<file path="src/rtl/div_unit.sv">
// Iterative radix-2 restoring divider for RV64 M-extension DIV/DIVU/REM/REMU and W forms.
// One quotient bit per cycle; the result is held until write-back takes it.
module div_unit #(
  parameter int XLEN = 64
) (
  input  logic            clk,
  input  logic            rstn,
  input  logic            flush,
  input  logic            in_valid,
  output logic            in_ready,
  input  logic [1:0]      in_op,
  input  logic            in_word,
  input  logic [XLEN-1:0] in_rs1,
  input  logic [XLEN-1:0] in_rs2,
  input  logic [4:0]      in_rd,
  output logic            out_valid,
  input  logic            out_ready,
  output logic [4:0]      out_rd,
  output logic [XLEN-1:0] out_data,
  output logic            busy
);

  localparam int CW = $clog2(XLEN);
  localparam logic [XLEN-1:0] MIN_NEG = {1'b1, {(XLEN-1){1'b0}}};

  typedef enum logic [1:0] {IDLE, CALC, DONE} state_e;

  state_e          state_q, state_d;
  logic [CW-1:0]   cnt_q, cnt_d;
  logic [XLEN-1:0] rem_q, rem_d;
  logic [XLEN-1:0] quo_q, quo_d;
  logic [XLEN-1:0] dvs_q, dvs_d;
  logic [XLEN-1:0] data_q, data_d;
  logic [4:0]      rd_q, rd_d;
  logic            qneg_q, qneg_d;
  logic            rneg_q, rneg_d;
  logic            rem_sel_q, rem_sel_d;
  logic            word_q, word_d;

  function automatic logic [XLEN-1:0] sext32(input logic [31:0] v);
    return XLEN'($signed(v));
  endfunction

  function automatic logic [XLEN-1:0] zext32(input logic [31:0] v);
    return XLEN'(v);
  endfunction

  logic            signed_op, a_neg, b_neg, div_zero, ovf, fits;
  logic [XLEN-1:0] a_ext, b_ext, a_abs, b_abs, rem_dz;
  logic [XLEN:0]   trial;
  logic [XLEN-1:0] step_rem, step_quo, q_fin, r_fin, sel;

  // NOTE: every always_comb output gets a default first, so no path can leave one unassigned and infer a latch.
  always_comb begin
    state_d   = state_q;
    cnt_d     = cnt_q;
    rem_d     = rem_q;
    quo_d     = quo_q;
    dvs_d     = dvs_q;
    data_d    = data_q;
    rd_d      = rd_q;
    qneg_d    = qneg_q;
    rneg_d    = rneg_q;
    rem_sel_d = rem_sel_q;
    word_d    = word_q;

    signed_op = ~in_op[0];
    a_ext     = in_word ? (signed_op ? sext32(in_rs1[31:0]) : zext32(in_rs1[31:0])) : in_rs1;
    b_ext     = in_word ? (signed_op ? sext32(in_rs2[31:0]) : zext32(in_rs2[31:0])) : in_rs2;
    a_neg     = signed_op & a_ext[XLEN-1];
    b_neg     = signed_op & b_ext[XLEN-1];
    a_abs     = a_neg ? -a_ext : a_ext;
    b_abs     = b_neg ? -b_ext : b_ext;
    div_zero  = (b_ext == '0);
    ovf       = signed_op & (in_word ? (in_rs1[31:0] == 32'h8000_0000 && in_rs2[31:0] == 32'hFFFF_FFFF)
                                     : (in_rs1 == MIN_NEG && in_rs2 == '1));
    rem_dz    = in_word ? sext32(in_rs1[31:0]) : in_rs1;

    // Restoring step: the shifted partial remainder needs one extra bit for the compare.
    trial     = {rem_q, quo_q[XLEN-1]};
    fits      = (trial >= {1'b0, dvs_q});
    step_rem  = trial[XLEN-1:0] - (fits ? dvs_q : '0);
    step_quo  = {quo_q[XLEN-2:0], fits};
    q_fin     = qneg_q ? -step_quo : step_quo;
    r_fin     = rneg_q ? -step_rem : step_rem;
    sel       = rem_sel_q ? r_fin : q_fin;

    unique case (state_q)
      IDLE: begin
        if (in_valid && !flush) begin
          rd_d      = in_rd;
          word_d    = in_word;
          rem_sel_d = in_op[1];
          qneg_d    = a_neg ^ b_neg;
          rneg_d    = a_neg;
          cnt_d     = '0;
          if (div_zero) begin
            data_d  = in_op[1] ? rem_dz : '1;
            state_d = DONE;
          end else if (ovf) begin
            data_d  = in_op[1] ? '0 : a_ext;
            state_d = DONE;
          end else begin
            rem_d   = '0;
            quo_d   = a_abs;
            dvs_d   = b_abs;
            state_d = CALC;
          end
        end
      end
      CALC: begin
        rem_d = step_rem;
        quo_d = step_quo;
        cnt_d = cnt_q + 1'b1;
        if (cnt_q == CW'(XLEN-1)) begin
          data_d  = word_q ? sext32(sel[31:0]) : sel;
          state_d = DONE;
        end
      end
      DONE: begin
        if (out_ready) state_d = IDLE;
      end
      default: state_d = IDLE;
    endcase

    if (flush) state_d = IDLE;
  end

  // NOTE: sequential state uses non-blocking assignments only; datapath registers are reset too so out_data/out_rd read 0 after reset.
  always_ff @(posedge clk or negedge rstn) begin
    if (!rstn) begin
      state_q   <= IDLE;
      cnt_q     <= '0;
      rem_q     <= '0;
      quo_q     <= '0;
      dvs_q     <= '0;
      data_q    <= '0;
      rd_q      <= '0;
      qneg_q    <= 1'b0;
      rneg_q    <= 1'b0;
      rem_sel_q <= 1'b0;
      word_q    <= 1'b0;
    end else begin
      state_q   <= state_d;
      cnt_q     <= cnt_d;
      rem_q     <= rem_d;
      quo_q     <= quo_d;
      dvs_q     <= dvs_d;
      data_q    <= data_d;
      rd_q      <= rd_d;
      qneg_q    <= qneg_d;
      rneg_q    <= rneg_d;
      rem_sel_q <= rem_sel_d;
      word_q    <= word_d;
    end
  end

  assign in_ready  = (state_q == IDLE);
  assign out_valid = (state_q == DONE);
  assign busy      = (state_q != IDLE);
  assign out_data  = data_q;
  assign out_rd    = rd_q;

endmodule

</file>
<file path="config.mk">
export PLATFORM = sky130hd
export DESIGN_NAME = div_unit
export DESIGN_NICKNAME = d
export VERILOG_FILES = /design/src/rtl/div_unit.sv
export SDC_FILE = /design/constraint.sdc
export NUM_CORES = 1
export LEC_CHECK = 0
export CAP_MARGIN = 25
export CORE_ASPECT_RATIO = 1.5
export CORE_MARGIN = 4
export CORE_UTILIZATION = 45
export CTS_CLUSTER_DIAMETER = 30
export CTS_CLUSTER_SIZE = 40
export DETAILED_ROUTE_END_ITERATION = 6
export PLACE_DENSITY = 0.67
export SLEW_MARGIN = 30
export SYNTH_ARGS = -nofsm -noshare
export SYNTH_HDL_FRONTEND = slang
export SYNTH_SLANG_ARGS = --single-unit
</file>
<file path="constraint.sdc">
create_clock -name clk -period 10.35 [get_ports clk]
set_input_delay 1.035 -clock clk [delete_from_list [all_inputs] [get_ports clk]]
set_output_delay 1.035 -clock clk [all_outputs]
set_load 0.01 [all_outputs]
</file>
==> results.sh <==
export IMPL_clkLatencyLatePin_ns=0.64
export IMPL_fp_dieH_um=304
export IMPL_setup_worst_path_end_class="flip-flop"
export IMPL_mappedNetlistNets=3806
export IMPL_clk_path_buf_depth=3
export IMPL_critical_path_peak_fanout=32
export IMPL_reg2reg_from="rem_q[39]"
export IMPL_layout_worst_path_cycle_share=0.843
export IMPL_postSynthCellCount=3531
export IMPL_multi_input_gate_area_um2=18200
export IMPL_synth_top_area_share=0.260
export IMPL_start_util=0.454
export IMPL_antenna_left=0
export IMPL_period_needed_ns=8.73
export IMPL_wire_per_inst_um=25.5
export IMPL_routabilityCongestion=1.06
export IMPL_drc_errors=0
export IMPL_total_power_mw=11.8
export IMPL_total_neg_setup_slack_ns=0
export IMPL_clock_tree_htree_level_count=3
export IMPL_cts_clk_slew_worst_paths_ns=0.06
export IMPL_tritoncts_num_sinks=273
export IMPL_synth_largest_area_cell="sky130_fd_sc_hd__dfrtp_1"
export IMPL_sw_frac_of_total=0.544
export IMPL_first_global_vias=27838
export IMPL_critical_path_arrival_ns=9.23
export IMPL_grt_util_overall=0.354
export IMPL_max_cap_violations=0
export IMPL_std_cell_rows=108
export IMPL_ys_seq_elements=273
export IMPL_seq_area_frac_synth=0.260
export IMPL_synth_commonest_cells="512 x sky130_fd_sc_hd__nand2_1, 360 x sky130_fd_sc_hd__a21oi_1, 358 x sky130_fd_sc_hd__o21ai_0"
export IMPL_seqCellArea_um2=6840
export IMPL_wire_length_of_the_first_global_routing_pass_mm=170
export IMPL_fillerInstances=5803
export IMPL_grt_overflow_total=0
export IMPL_power_net_switching_mw=6.42
export IMPL_layout_nets=3915
export IMPL_setup_worst_path_class="flip-flop to flip-flop"
export IMPL_pin_count_of_the_biggest_net_entering_global_routing=156
export IMPL_yosysUniqueCellTypes=106
export IMPL_clock_fmax_mhz=115
export IMPL_synth_flop_cell="sky130_fd_sc_hd__dfrtp_1"
export IMPL_post_synth_main_area_contributors="sky130_fd_sc_hd__dfrtp_1 26%, sky130_fd_sc_hd__nand2_1 7.3%, sky130_fd_sc_hd__a21oi_1 6.9%"
export IMPL_actual_transition_at_the_worst_max_transition_pin_ns=1.08
export IMPL_width_of_the_die_um=205
export IMPL_dp_final_hpwl_mm=87.2
export IMPL_antenna_violations_before_repair=2
export IMPL_p_int_mw=5.37
export IMPL_combinationalPowerShare=0.667
export IMPL_setup_worst_path_start_class="flip-flop"
export IMPL_synth_warnings=0
export IMPL_slew_headroom=0.280
export IMPL_wl_mm=114
export IMPL_tritoncts="built"
export IMPL_clock_skew_final_ns=0.0423
export IMPL_count_of_flip_flops_with_a_built_in_enable_after_synthesis=0
export IMPL_clock_share_of_power=0.194
export IMPL_layout_stage_area_growth_over_the_synthesis_result_pct=19.5
export IMPL_final_max_slew_violation_count=0
export IMPL_r2r_end="out_data[63]"
export IMPL_rsz0062_at_grt="no"
export IMPL_vias_per_cell=6.41
export IMPL_report_final_setup_viol=0
export IMPL_synth_area_per_cell_um2=7.43
export IMPL_synthesis_area_um2=26200
export IMPL_cts_resized_gates=0
export IMPL_holdBufCountCts=0
export IMPL_run_status="complete, no violations"
export IMPL_detail_route_iter0_violations=2536
export IMPL_vias=28621
export IMPL_r2r_cells=24
export IMPL_dr_pass1_iters=6
export IMPL_worst_endpoint_required_ns=10.85
export IMPL_cellLeakagePower_nw=12.3
export IMPL_setup_reg_to_reg_worst_slack_ns=1.62
export IMPL_pwr_share_seq=0.139
export IMPL_drive_above_1_share=0.0722
export IMPL_design_die_area_um2=62300
export IMPL_io_pin_count=213
export IMPL_power_ir_vdd_worst_uv=212
export IMPL_port_buffer_count=212
export IMPL_cellPowerDensity_nw_per_um2=376
export IMPL_insertedDiodeCount=0
export IMPL_hold_viol=0
export IMPL_hold_path_class="input port to asynchronous set/reset pin"
export IMPL_cts_post_setup_buffers_inserted=0
export IMPL_cts_root_buffer="sky130_fd_sc_hd__clkbuf_16"
export IMPL_core_um2=57800
export IMPL_synth_most_common_cell="sky130_fd_sc_hd__nand2_1"
export IMPL_ys_async_sr_fraction=1.00
export IMPL_cts_made_buffers=71
-- per-stage QoR --
step	hold slack (ns)	area (um2)	instances	setup WS [ns]	util
5_1_grt	0.434	31400	4466	1.57	0.542
3_3_place_gp	0.458	28900	4336	1.99	0.499
3_5_place_dp	0.464	28900	4337	1.99	0.499
2_1_floorplan	0.458	26200	3531	3.60	-
6_report	0.395	31400	4466	1.62	0.542
4_1_cts	0.411	31300	4466	1.95	0.542
-- flip-flops by register name (all words and copies together), names as in the netlist --
| register | cells |
|---|---|
| dvs_q | 64 |
| qneg_q | 1 |
| out_rd | 5 |
| out_data | 64 |
| cnt_q | 6 |
| quo_q | 64 |
| state_q | 2 |
| rneg_q | 1 |
| word_q | 1 |
| rem_sel_q | 1 |
| rem_q | 64 |
-- cell usage in the layout (no fill, tap or decap), types with 29 or more instances in the layout --
| cell type | count |
|---|---|
| sky130_fd_sc_hd__a211oi_1 | 45 |
| sky130_fd_sc_hd__a21o_1 | 33 |
| sky130_fd_sc_hd__a21oi_1 | 357 |
| sky130_fd_sc_hd__a22o_1 | 37 |
| sky130_fd_sc_hd__buf_4 | 49 |
| sky130_fd_sc_hd__clkbuf_16 | 72 |
| sky130_fd_sc_hd__clkdlybuf4s50_1 | 210 |
| sky130_fd_sc_hd__dfrtp_1 | 270 |
| sky130_fd_sc_hd__ha_1 | 133 |
| sky130_fd_sc_hd__inv_1 | 100 |
| sky130_fd_sc_hd__maj3_1 | 29 |
| sky130_fd_sc_hd__nand2_1 | 511 |
| sky130_fd_sc_hd__nand3_1 | 60 |
| sky130_fd_sc_hd__nand4_1 | 62 |
| sky130_fd_sc_hd__nor2_1 | 286 |
| sky130_fd_sc_hd__nor3_1 | 93 |
| sky130_fd_sc_hd__nor4_1 | 45 |
| sky130_fd_sc_hd__o211ai_1 | 38 |
| sky130_fd_sc_hd__o21ai_0 | 358 |
| sky130_fd_sc_hd__o31ai_1 | 59 |
| sky130_fd_sc_hd__or3_1 | 41 |
| sky130_fd_sc_hd__xnor2_1 | 148 |
| sky130_fd_sc_hd__xor2_1 | 113 |
-- cell type report --
type	instances	area share
Inverter	103	0.0123
Multi-Input combinational cell	2928	0.580
Clock buffer	85	0.0629
Tap cell	770	0.0307
Timing Repair Buffer	263	0.0804
Clock inverter	44	0.0159
Sequential cell	273	0.218
-- metal layers --
layer / part of all wire / up-vias / track usage / wire length [um]
met4: 0.10 / 2 / 0.299 / 11700
met3: 0.063 / 438 / 0.0562 / 7200
met2: 0.47 / 1309 / 0.577 / 53500
li1: - / 13137 / - / -
met5: 0.00015 / - / 0 / 17
met1: 0.36 / 13735 / 0.401 / 41300
-- worst max-delay path, stage by stage, from the launching register on --
cell	delay [ns]
sky130_fd_sc_hd__dfrtp_1	0.44
sky130_fd_sc_hd__ha_1	0.33
sky130_fd_sc_hd__nand2_1	0.09
sky130_fd_sc_hd__nor4_1	0.85
sky130_fd_sc_hd__nand4_1	0.42
sky130_fd_sc_hd__a21oi_1	0.31
sky130_fd_sc_hd__a2111oi_1	0.16
sky130_fd_sc_hd__o211ai_1	0.18
sky130_fd_sc_hd__buf_4	0.40
sky130_fd_sc_hd__and2_1	0.19
sky130_fd_sc_hd__ha_1	0.16
sky130_fd_sc_hd__inv_1	0.05
sky130_fd_sc_hd__fa_1	0.44
sky130_fd_sc_hd__a211oi_4	0.32
sky130_fd_sc_hd__o21ai_4	0.17
sky130_fd_sc_hd__a21oi_4	0.32
sky130_fd_sc_hd__nor3_1	0.20
sky130_fd_sc_hd__o21ai_0	0.41
sky130_fd_sc_hd__xor2_1	0.66
sky130_fd_sc_hd__nor3b_1	0.58
sky130_fd_sc_hd__nand3_1	0.41
sky130_fd_sc_hd__or4b_1	0.73
sky130_fd_sc_hd__o41ai_2	0.29
sky130_fd_sc_hd__xor2_1	0.11
sky130_fd_sc_hd__a221o_1	0.32
-- power groups by stage --
stage | clock network [mW] | logic, mW | registers, mW
6_report | 2.28 | 7.87 | 1.64
2_1_floorplan | 0 | 4.85 | 1.53
4_1_cts | 2.31 | 7.58 | 1.63
5_1_grt | 2.36 | 8.31 | 1.66
3_5_place_dp | 0 | 7.51 | 1.64
3_3_place_gp | 0 | 7.53 | 1.64
-- kinds of logic after synthesis --
family                   count (synthesis)  share of synthesized area
AND/OR/NAND/NOR                       1300                      0.236
adder cells (fa/ha/maj)                163                     0.0753
flip-flops                             273                      0.260
AO/OA/AOI/OAI                         1184                      0.284
multiplexers                            19                    0.00734
buffers and inverters                  330                     0.0498
XOR/XNOR                               262                     0.0875
-- worst max path at each step --
| stage | to | slack, ns | cells after the start | start |
|---|---|---|---|---|
| after floorplan | out_data[60] | 3.60 | 25 | rem_q[22] |
| after global placement | out_data[63] | 1.99 | 24 | rem_q[39] |
| after detailed placement | out_data[63] | 1.99 | 24 | rem_q[39] |
| after CTS | out_data[63] | 1.95 | 24 | rem_q[39] |
| after global routing | out_data[63] | 1.57 | 22 | rem_q[39] |
| final | out_data[63] | 1.62 | 24 | rem_q[39] |
(Power assumes the default switching activity.)
